===== src/rtl/branch_resolve_unit.sv =====
// EX-stage branch resolution: decodes taken/not-taken from the comparator, redirects
// fetch on a mispredict, and owns the 2-bit-counter BHT and the branch statistics.
module branch_resolve_unit #(
  parameter int XLEN        = 32,
  parameter int BHT_ENTRIES = 16,
  parameter int INDEX_LSB   = 2
) (
  input  logic            clk,
  input  logic            rst_n,
  input  logic [XLEN-1:0] if_pc,
  output logic            if_pred_taken,
  input  logic            ex_valid,
  input  logic            ex_is_branch,
  input  logic [2:0]      ex_funct3,
  input  logic [XLEN-1:0] ex_pc,
  input  logic [XLEN-1:0] ex_target,
  input  logic            ex_pred_taken,
  output logic            BrUn,
  input  logic            BrEq,
  input  logic            BrLt,
  output logic            redirect_valid,
  output logic [XLEN-1:0] redirect_pc,
  output logic            flush,
  output logic            illegal_branch,
  output logic [31:0]     branch_count,
  output logic [31:0]     mispredict_count
);
  localparam int IDX_W = $clog2(BHT_ENTRIES);

  logic [1:0]      bht_q [BHT_ENTRIES];
  logic [1:0]      bht_d [BHT_ENTRIES];
  logic            redirect_valid_q, redirect_valid_d;
  logic [XLEN-1:0] redirect_pc_q, redirect_pc_d;
  logic            illegal_q, illegal_d;
  logic [31:0]     branch_count_q, branch_count_d;
  logic [31:0]     mispredict_count_q, mispredict_count_d;

  logic             resolve, legal, taken, mispredict;
  logic [IDX_W-1:0] if_idx, ex_idx;
  logic [1:0]       ex_ctr;
  logic             unused_pc_bits;

  assign BrUn   = ex_funct3[1];
  assign if_idx = if_pc[INDEX_LSB +: IDX_W];
  assign ex_idx = ex_pc[INDEX_LSB +: IDX_W];
  assign ex_ctr = bht_q[ex_idx];

  // No bypass: a lookup in the update cycle sees the pre-update counter.
  assign if_pred_taken = bht_q[if_idx][1];

  // The EX slot during a redirect cycle is wrong-path and must not resolve.
  assign resolve    = ex_valid & ex_is_branch & ~redirect_valid_q;
  assign legal      = (ex_funct3[2:1] != 2'b01);
  assign mispredict = resolve & legal & (taken != ex_pred_taken);

  assign unused_pc_bits = ^{if_pc, ex_pc};

  always_comb begin
    taken = 1'b0;
    case (ex_funct3)
      3'b000:         taken = BrEq;
      3'b001:         taken = ~BrEq;
      3'b100, 3'b110: taken = BrLt;
      3'b101, 3'b111: taken = ~BrLt;
      default:        taken = 1'b0;
    endcase
  end

  always_comb begin
    bht_d              = bht_q;
    redirect_valid_d   = mispredict;
    redirect_pc_d      = redirect_pc_q;
    illegal_d          = resolve & ~legal;
    branch_count_d     = branch_count_q;
    mispredict_count_d = mispredict_count_q;
    if (mispredict) begin
      redirect_pc_d      = taken ? ex_target : ex_pc + XLEN'(4);
      mispredict_count_d = mispredict_count_q + 32'd1;
    end
    if (resolve && legal) begin
      branch_count_d = branch_count_q + 32'd1;
      if (taken && (ex_ctr != 2'b11)) begin
        bht_d[ex_idx] = ex_ctr + 2'd1;
      end else if (!taken && (ex_ctr != 2'b00)) begin
        bht_d[ex_idx] = ex_ctr - 2'd1;
      end
    end
  end

  always_ff @(posedge clk or negedge rst_n) begin
    if (!rst_n) begin
      for (int i = 0; i < BHT_ENTRIES; i++) begin
        bht_q[i] <= 2'b01;
      end
      redirect_valid_q   <= 1'b0;
      redirect_pc_q      <= '0;
      illegal_q          <= 1'b0;
      branch_count_q     <= '0;
      mispredict_count_q <= '0;
    end else begin
      bht_q              <= bht_d;
      redirect_valid_q   <= redirect_valid_d;
      redirect_pc_q      <= redirect_pc_d;
      illegal_q          <= illegal_d;
      branch_count_q     <= branch_count_d;
      mispredict_count_q <= mispredict_count_d;
    end
  end

  assign redirect_valid   = redirect_valid_q;
  assign flush            = redirect_valid_q;
  assign redirect_pc      = redirect_pc_q;
  assign illegal_branch   = illegal_q;
  assign branch_count     = branch_count_q;
  assign mispredict_count = mispredict_count_q;
endmodule


===== config.mk =====
export PLATFORM = sky130hd
export DESIGN_NAME = branch_resolve_unit
export DESIGN_NICKNAME = d
export VERILOG_FILES = /design/src/rtl/branch_resolve_unit.sv
export SDC_FILE = /design/constraint.sdc
export NUM_CORES = 1
export LEC_CHECK = 0
export ABC_AREA = 1
export BUFFER_PORTS_ARGS = -buffer_cell sky130_fd_sc_hd__buf_2
export CAP_MARGIN = 0
export CORE_ASPECT_RATIO = 1.1
export CORE_UTILIZATION = 40
export DETAILED_ROUTE_END_ITERATION = 6
export MAX_ROUTING_LAYER = met4
export PLACE_DENSITY_LB_ADDON = 0.08
export SKIP_CTS_REPAIR_TIMING = 1
export SLEW_MARGIN = 40
export SYNTH_ARGS = -nofsm -noshare
export SYNTH_HDL_FRONTEND = slang
export SYNTH_SLANG_ARGS = --single-unit

===== constraint.sdc =====
create_clock -name clk -period 3.3 [get_ports clk]
set_input_delay 0.33 -clock clk [delete_from_list [all_inputs] [get_ports clk]]
set_output_delay 0.33 -clock clk [all_outputs]
set_load 0.02 [all_outputs]

After elaboration in Yosys (flattened, before gate mapping) --
Index checks and enable logic that the tools add are counted.
Operators by class: $lt $le $gt $ge 3, $add $sub $neg 5, equal/unequal tests 8, reduce and logical (&&, ||, !) cells 11, mux-type cells 14, bitwise gates (word level) 11
Operator list (count):
- 32-bit 2-to-1 mux | 3
- 32-bit by 1-bit adder with 32-bit output, second input constant | 2
- 32-bit bitwise mux | 2
- 32-bit by 3-bit adder with 32-bit output, second input constant | 1
- 2-bit binary-select mux with 4-bit select | 2
- 3-bit equality test, second input constant | 4
- 5-bit greater-or-equal comparator, second input constant | 2
- 2-bit 2-to-1 mux | 5
- 4-bit NOT with 5-bit output | 2
- 2-bit demux with 4-bit select | 1
- 1-bit AND | 5
- 5-bit by 1-bit less-than comparator with 1-bit output, second input constant | 1
- 1-bit logical AND | 4
- 1-bit NOT | 4
- 1-bit case mux with 4 select lines | 1
- 2-bit nonzero test | 2
- 2-bit OR reduction | 2
- 3-bit by 1-bit equality test with 1-bit output, second input constant | 1
- 3-bit zero test | 1
- 2-bit by 1-bit adder with 2-bit output, second input constant | 1
- 2-bit by 1-bit != test with 1-bit output, second input constant | 1
- 2-bit != test, second input constant | 1
- 2-bit AND reduction | 1
- 2-bit by 1-bit subtractor with 2-bit output, second input constant | 1
- other kinds (2) | 2
Storage, ports and cells: bits in registers 130, output and inout port bits 101

Depth between registers and ports, before layout --
Gate-level depths: netlist (run 1).
depth after elaboration 8, mapped depth 19

Worst setup path after synthesis (run 1) --
Ideal clock, no wire load.
kind input port to flip-flop, start point input port ex_pc[2], end point register bht_q[23] (netlist name), arrival 2.373 ns, path slack 0.810 ns, library setup time 0.117 ns, required time 3.183 ns, buffers on the path 5, stages on the path 18, path through buf_6 > buf_2 > buf_2 > o21ai_0 > o21ai_0 > nand2_1 > nand2_1 > nor2_1 > inv_1 > ha_1 > buf_2 > inv_1 > clkbuf_1 > nor2_1 > nand3_1 > nand2_1 > inv_1 > o21ai_2
On the way: word-level cells in the longest chain between the ends 8, elaborated cells between the ends (all ways) 21, those cells by class add/sub: 2; order compare: 2; eq/ne: 1; mux: 9; bitwise: 1; reduce/logical: 6
Ends and longest elaborated chain:
- from (decl) | line 15 | input logic [XLEN-1:0] ex_pc,
- 4-bit NOT with 5-bit output (not written as such) * | line 46, 83, 85
- 2-bit binary-select mux with 4-bit select, or another cell as far along | line 46 | assign ex_ctr = bht_q[ex_idx];
- 2-bit 2-to-1 mux (not written as such) or 1-bit logical AND (tied branches) | line 46, 83, 85
- 2-bit 2-to-1 mux, on equally long branches | line 46, 83, 85
- 2-bit by 1-bit subtractor with 2-bit output, or another cell as far along | line 85 | bht_d[ex_idx] = ex_ctr - 2'd1;
- 32-bit bitwise mux, or another cell as far along | line 85
- 32-bit 2-to-1 mux or 2-bit nonzero test (tied branches)
- 32-bit 2-to-1 mux or 2-bit AND reduction (tied branches)
- to (signal assigned) | line 101 | bht_q <= bht_d;
- to (decl) | line 30 | logic [1:0] bht_q [BHT_ENTRIES];
Every way passes the cells marked *; elsewhere a longest branch is shown, timed or not. The select of a mux whose other input is x is not followed. A chain may end at the register's enable or synchronous reset.

==> results of run 1 <==
[worst max-delay path, cell delays in order, from the launching register on]
cell and delay [ps]:
dfstp_2 530, nand2_1 50, nand3_1 100, nand2_1 70, nand2_1 70, nand2_1 80, nor2_4 220, inv_1 70
ha_1 190, nand3b_1 250, nand2_8 260, nand3_1 170, nand2_1 100, o21ai_0 70
[synthesized netlist by cell type (3+ instances only)]
master / number / share of area, %
nand3_4: 10 / 1.9
nand3b_1: 29 / 2.4
nand3_2: 4 / 0.44
inv_1: 106 / 4.4
xor2_1: 20 / 1.9
dfrtp_1: 114 / 31
nand4_1: 6 / 0.41
a21oi_1: 8 / 0.44
buf_4: 5 / 0.41
xnor2_1: 10 / 0.96
o21ai_1: 20 / 1.1
inv_2: 4 / 0.16
o211ai_1: 4 / 0.33
nand2_1: 642 / 26
nor2_2: 4 / 0.27
nor2_4: 3 / 0.37
nor2_1: 230 / 9.5
o21ai_0: 57 / 3.1
buf_6: 5 / 0.62
ha_1: 8 / 1.1
clkbuf_1: 9 / 0.37
buf_2: 24 / 1.3
dfstp_2: 16 / 4.6
nand3_1: 86 / 4.7
[metrics by stage]
stage | power [uW] | util (%) | instances
5_1_grt | 5660 | 48.8 | 1920
3_5_place_dp | 3540 | 46.2 | 1884
3_3_place_gp | 3530 | 46.2 | 1884
4_1_cts | 5410 | 48.7 | 1916
2_1_floorplan | 3000 | - | 1439
6_report | 5350 | 48.8 | 1921
[kinds of logic after synthesis]
group                    after synthesis  synth area share (%)
AND/OR/NAND/NOR                     1021                  47.2
buffers and inverters                157                  7.59
flip-flops                           130                  35.9
AO/OA/AOI/OAI                         93                  5.35
XOR/XNOR                              30                  2.88
adder cells (fa/ha/maj)                8                  1.10
[power breakdown]
part           leakage, uW  switching, uW  internal [uW]
Sequential         0.00167            241           1870
Combinational      0.00354            937            456
Clock             0.000271            769           1070
Total              0.00549           1950           3400
[area by class of cell]
| cell class | instances | area, sq um | area share [%] |
|---|---|---|---|
| multi-input combinational | 1152 | 5160 | 47.5 |
| sequential | 130 | 3270 | 30.1 |
| timing repair buffer | 197 | 1070 | 9.83 |
| clock buffer | 19 | 453 | 4.17 |
| inverter | 111 | 417 | 3.84 |
| tap | 295 | 369 | 3.40 |
| clock inverter | 13 | 111 | 1.03 |
| antenna | 4 | 10.0 | 0.0922 |
[worst min-delay path by stage]
stage	end	cells past startpoint
after floorplan	bht_q[11]	0
after global placement	branch_count[13]	1
after detailed placement	branch_count[15]	1
after CTS	branch_count[25]	1
after global routing	illegal_branch	3
final	illegal_branch	3
[layer usage]
| metal | wire (um) | global-route usage, % | up-vias |
|---|---|---|---|
| met4 | 572 | 8.57 | 0 |
| li1 | - | - | 4801 |
| met3 | 1100 | 3.32 | 37 |
| met1 | 12300 | 30.4 | 4055 |
| met5 | 0 | - | - |
| met2 | 12400 | 39.1 | 231 |
==> results.json, run 1 <==
{
  "crit_fanout": 16,
  "core.rowCount": 57,
  "crit_path_end_kind": "flop",
  "yosys_most_used_dff": "dfrtp_1",
  "start_kind": "flop",
  "min-delay-start": "ex_valid",
  "place_hpwl_um": 19800,
  "worst_ep_required_time_ps": 3600,
  "syn2layout_area_growth_pct": 19.0,
  "crit_path_end": "bht_q[7]",
  "rsz0062_at_grt": "no",
  "wl_per_cell_um": 13.7,
  "synth-async-reset-ratio_pct": 100,
  "reg2reg_depth": 13,
  "final_cell_mix": "nand2_1 (642), nor2_1 (230), buf_2 (177)",
  "hold_ws_ps": 161,
  "boundaryPins": 207,
  "drt-vias-per-instance": 4.75,
  "grt_overflow": 0,
  "worstMarginPinSlew_ps": 697,
  "numClockSinks": 130,
  "antenna_left": 0,
  "yosysSeqAreaShare_pct": 35.9,
  "tns_ps": 0,
  "place_congestion": 0.919,
  "synth_nets": 1553,
  "power_density_nw_per_um2": 492,
  "die_h_um": 160,
  "cts_tree": "built",
  "initial_utilization_pct": 41.0,
  "timing.rr.end": "bht_q[7]",
  "critical_path_class": "flop to flop",
  "vias": 9124,
  "antenna_found_initial": 3,
  "final_common_cell": "nand2_1",
  "clk_latency_ps": 430,
  "die_area_sq_um": 23400,
  "yosysWarnings": 0,
  "crit_arrival_ps": 2680,
  "cts.root.buffer_cell": "clkbuf_16",
  "final.period_utilization_pct": 72.1,
  "setup_slack_ps": 920,
  "synth-seq-cells": 130,
  "core_area_sq_um": 22300,
  "cap_violations": 0,
  "p_leak_uw": 0.00549,
  "r2r_setup_slack_ps": 920,
  "drt_iter0_markers": 444,
  "place_ws_ps": 496,
  "dr.pass1.iters": 6,
  "setup_viol": 0,
  "nNetsFinal": 1723,
  "hold_violations": 0,
  "drt_wl_total_um": 26400,
  "max_slew_margin_pct": 53.4,
  "ctsLongestPathBuffers": 2,
  "grt_pass1_wl_um": 44000,
  "grt_usage_pct": 24.0,
  "netlist-cell-type-count": 34,
  "finalMaxSlewViolations": 0,
  "min_path_type": "primary input to flop",
  "synth-edff-count": 0,
  "synth_area_per_cell_sq_um": 6.34,
  "drive_gt1_share_pct": 17.1,
  "h-tree-depth": 4,
  "vdd_drop_max_mv": 0.340,
  "fin_crit_ps": 2380,
  "status": "finished clean",
  "placed_cell_area_sq_um": 10300,
  "syn-cell-area_sq_um": 9130,
  "clkTransAtPathRegs_ps": 60,
  "fin_skew_ps": 16.0,
  "grt_pass1_vias": 8810,
  "die_w_um": 146,
  "synthCells": 1439,
  "fmax_ghz": 0.420,
  "drc": 0,
  "fillCellCount": 2349,
  "stdcell_area_sq_um": 10900,
  "grt_max_degree": 60,
  "io_buffer_count": 178,
  "cts_buffers": 17
}
No activity file was read; power rests on OpenSTA's default activity.
==> run 2, diff against run 1 <==
Clock period 3.3 ns to 2.29 ns, I/O delays scaled along.
==> results.json, run 2 (synthesis gave the netlist of run 1 again) <==
{
  "crit_arrival_ps": 2530,
  "die_area_sq_um": 23400,
  "path_buf_inv": 5,
  "grt_pass1_wl_um": 44900,
  "io_buffer_count": 178,
  "h-tree-depth": 4,
  "finalNonFillerCells": 1941,
  "antenna_left": 0,
  "hold_violations": 0,
  "vdd_drop_max_mv": 0.460,
  "core_area_sq_um": 22300,
  "drt_wl_total_um": 27200,
  "final.period_utilization_pct": 95.1,
  "cap_violations": 0,
  "fillCellCount": 2360,
  "grt_overflow": 0,
  "cp_top_family": "simple AND/OR/NAND/NOR gates",
  "register_area_sq_um": 3270,
  "slowest_stage": "dfrtp_1",
  "fmax_ghz": 0.459,
  "vias": 9348,
  "tns_ps": 0,
  "r2r_setup_slack_ps": 110,
  "place_ws_ps": -146,
  "clkTransAtPathRegs_ps": 60,
  "crit_path_end_kind": "flop",
  "crit_fanout": 6,
  "final_cell_mix": "nand2_1 (641), nor2_1 (229), buf_2 (177)",
  "p_leak_uw": 0.00566,
  "critical_path_class": "flop to flop",
  "grt_max_degree": 66,
  "wl_per_cell_um": 14.0,
  "cpPeakStageDelay_ps": 390,
  "final_common_cell": "nand2_1",
  "boundaryPins": 207,
  "fin_crit_ps": 2180,
  "setup_slack_ps": 111,
  "status": "finished clean",
  "place_congestion": 0.938,
  "hold_ws_ps": 53.7,
  "grt_pass1_vias": 8819,
  "power_density_nw_per_um2": 725,
  "cts_tree": "built",
  "dr.pass1.iters": 5,
  "cts.root.buffer_cell": "clkbuf_16",
  "multi_input_area_sq_um": 5200,
  "worst_ep_required_time_ps": 2640,
  "drt-vias-per-instance": 4.82,
  "drive_gt1_share_pct": 18.6,
  "initial_utilization_pct": 41.0,
  "crit_chain": "inv_1 > a21oi_1 > o21ai_0 > o21ai_1 > nand2_1 > nand2_1 > nor2_2 > inv_1 > ha_4 > clkinvlp_4 > buf_4 > nor2_1 > nand3_1 > nand2_1 > inv_1 > o21ai_0",
  "max_slew_margin_pct": 66.8,
  "clk_latency_ps": 430,
  "antenna_found_initial": 4,
  "drt_iter0_markers": 662,
  "core.rowCount": 57,
  "grt_usage_pct": 24.8,
  "die_w_um": 146,
  "start_kind": "flop",
  "nNetsFinal": 1745,
  "placed_cells": 1896,
  "drc": 0,
  "min_path_type": "primary input to flop",
  "ctsLongestPathBuffers": 2,
  "syn2layout_area_growth_pct": 22.6,
  "die_h_um": 160,
  "setup_viol": 0,
  "finalMaxSlewViolations": 0,
  "fin_skew_ps": 13.2,
  "numClockSinks": 130,
  "worstMarginPinSlew_ps": 498,
  "cts_buffers": 17,
  "final_core_util_pct": 50.3,
  "place_hpwl_um": 20300
}
-- run 2: per-layer routing --
metal  wire length (um)  GRT usage, %  part of all wire [%]
met3               1370          4.29                   5.0
met1              12700          32.2                    47
met4                420          7.10                   1.5
met2              12700          39.6                    47
met5                  0             -                     0
-- run 2: worst min-delay path: cells and delay by family --
kind | cells | cell delay [ps]
buf+inv | 1 | 100
simple gates | 2 | 110
-- run 2: layout make-up --
class / instances / share of cell area, %
clock buffer: 20 / 4.08
timing repair buffer: 218 / 11.7
antenna: 4 / 0.0894
inverter: 111 / 3.76
multi-input combinational: 1153 / 46.5
sequential: 130 / 29.2
clock inverter: 10 / 1.41
tap: 295 / 3.30
-- run 2: path summary, 6_finish.rpt --
path | startpoint | end | depth (start not counted)
worst max-delay path | bht_q[21] | bht_q[1] | 16
worst min-delay path | ex_is_branch | illegal_branch | 3
worst max register to register | bht_q[21] | bht_q[1] | 16
worst min register to register | redirect_pc[18] | redirect_pc[18] | 2
max in group asynchronous | rst_n | mispredict_count[4] | 3
min in group asynchronous | rst_n | branch_count[13] | 2
-- run 2: power by group --
part	total [uW]	internal, uW	switching [uW]
combinational	2140	745	1400
sequential	3050	2700	348
clock	2930	1860	1060
total	8120	5310	2810
-- run 2: stage by stage --
| step | total power [uW] | area [sq um] |
|---|---|---|
| global route | 8560 | 11200 |
| floorplan | 4320 | 9130 |
| finish | 8120 | 11200 |
| global placement | 5130 | 10400 |
| detailed placement | 5150 | 10400 |
| CTS | 8120 | 11000 |
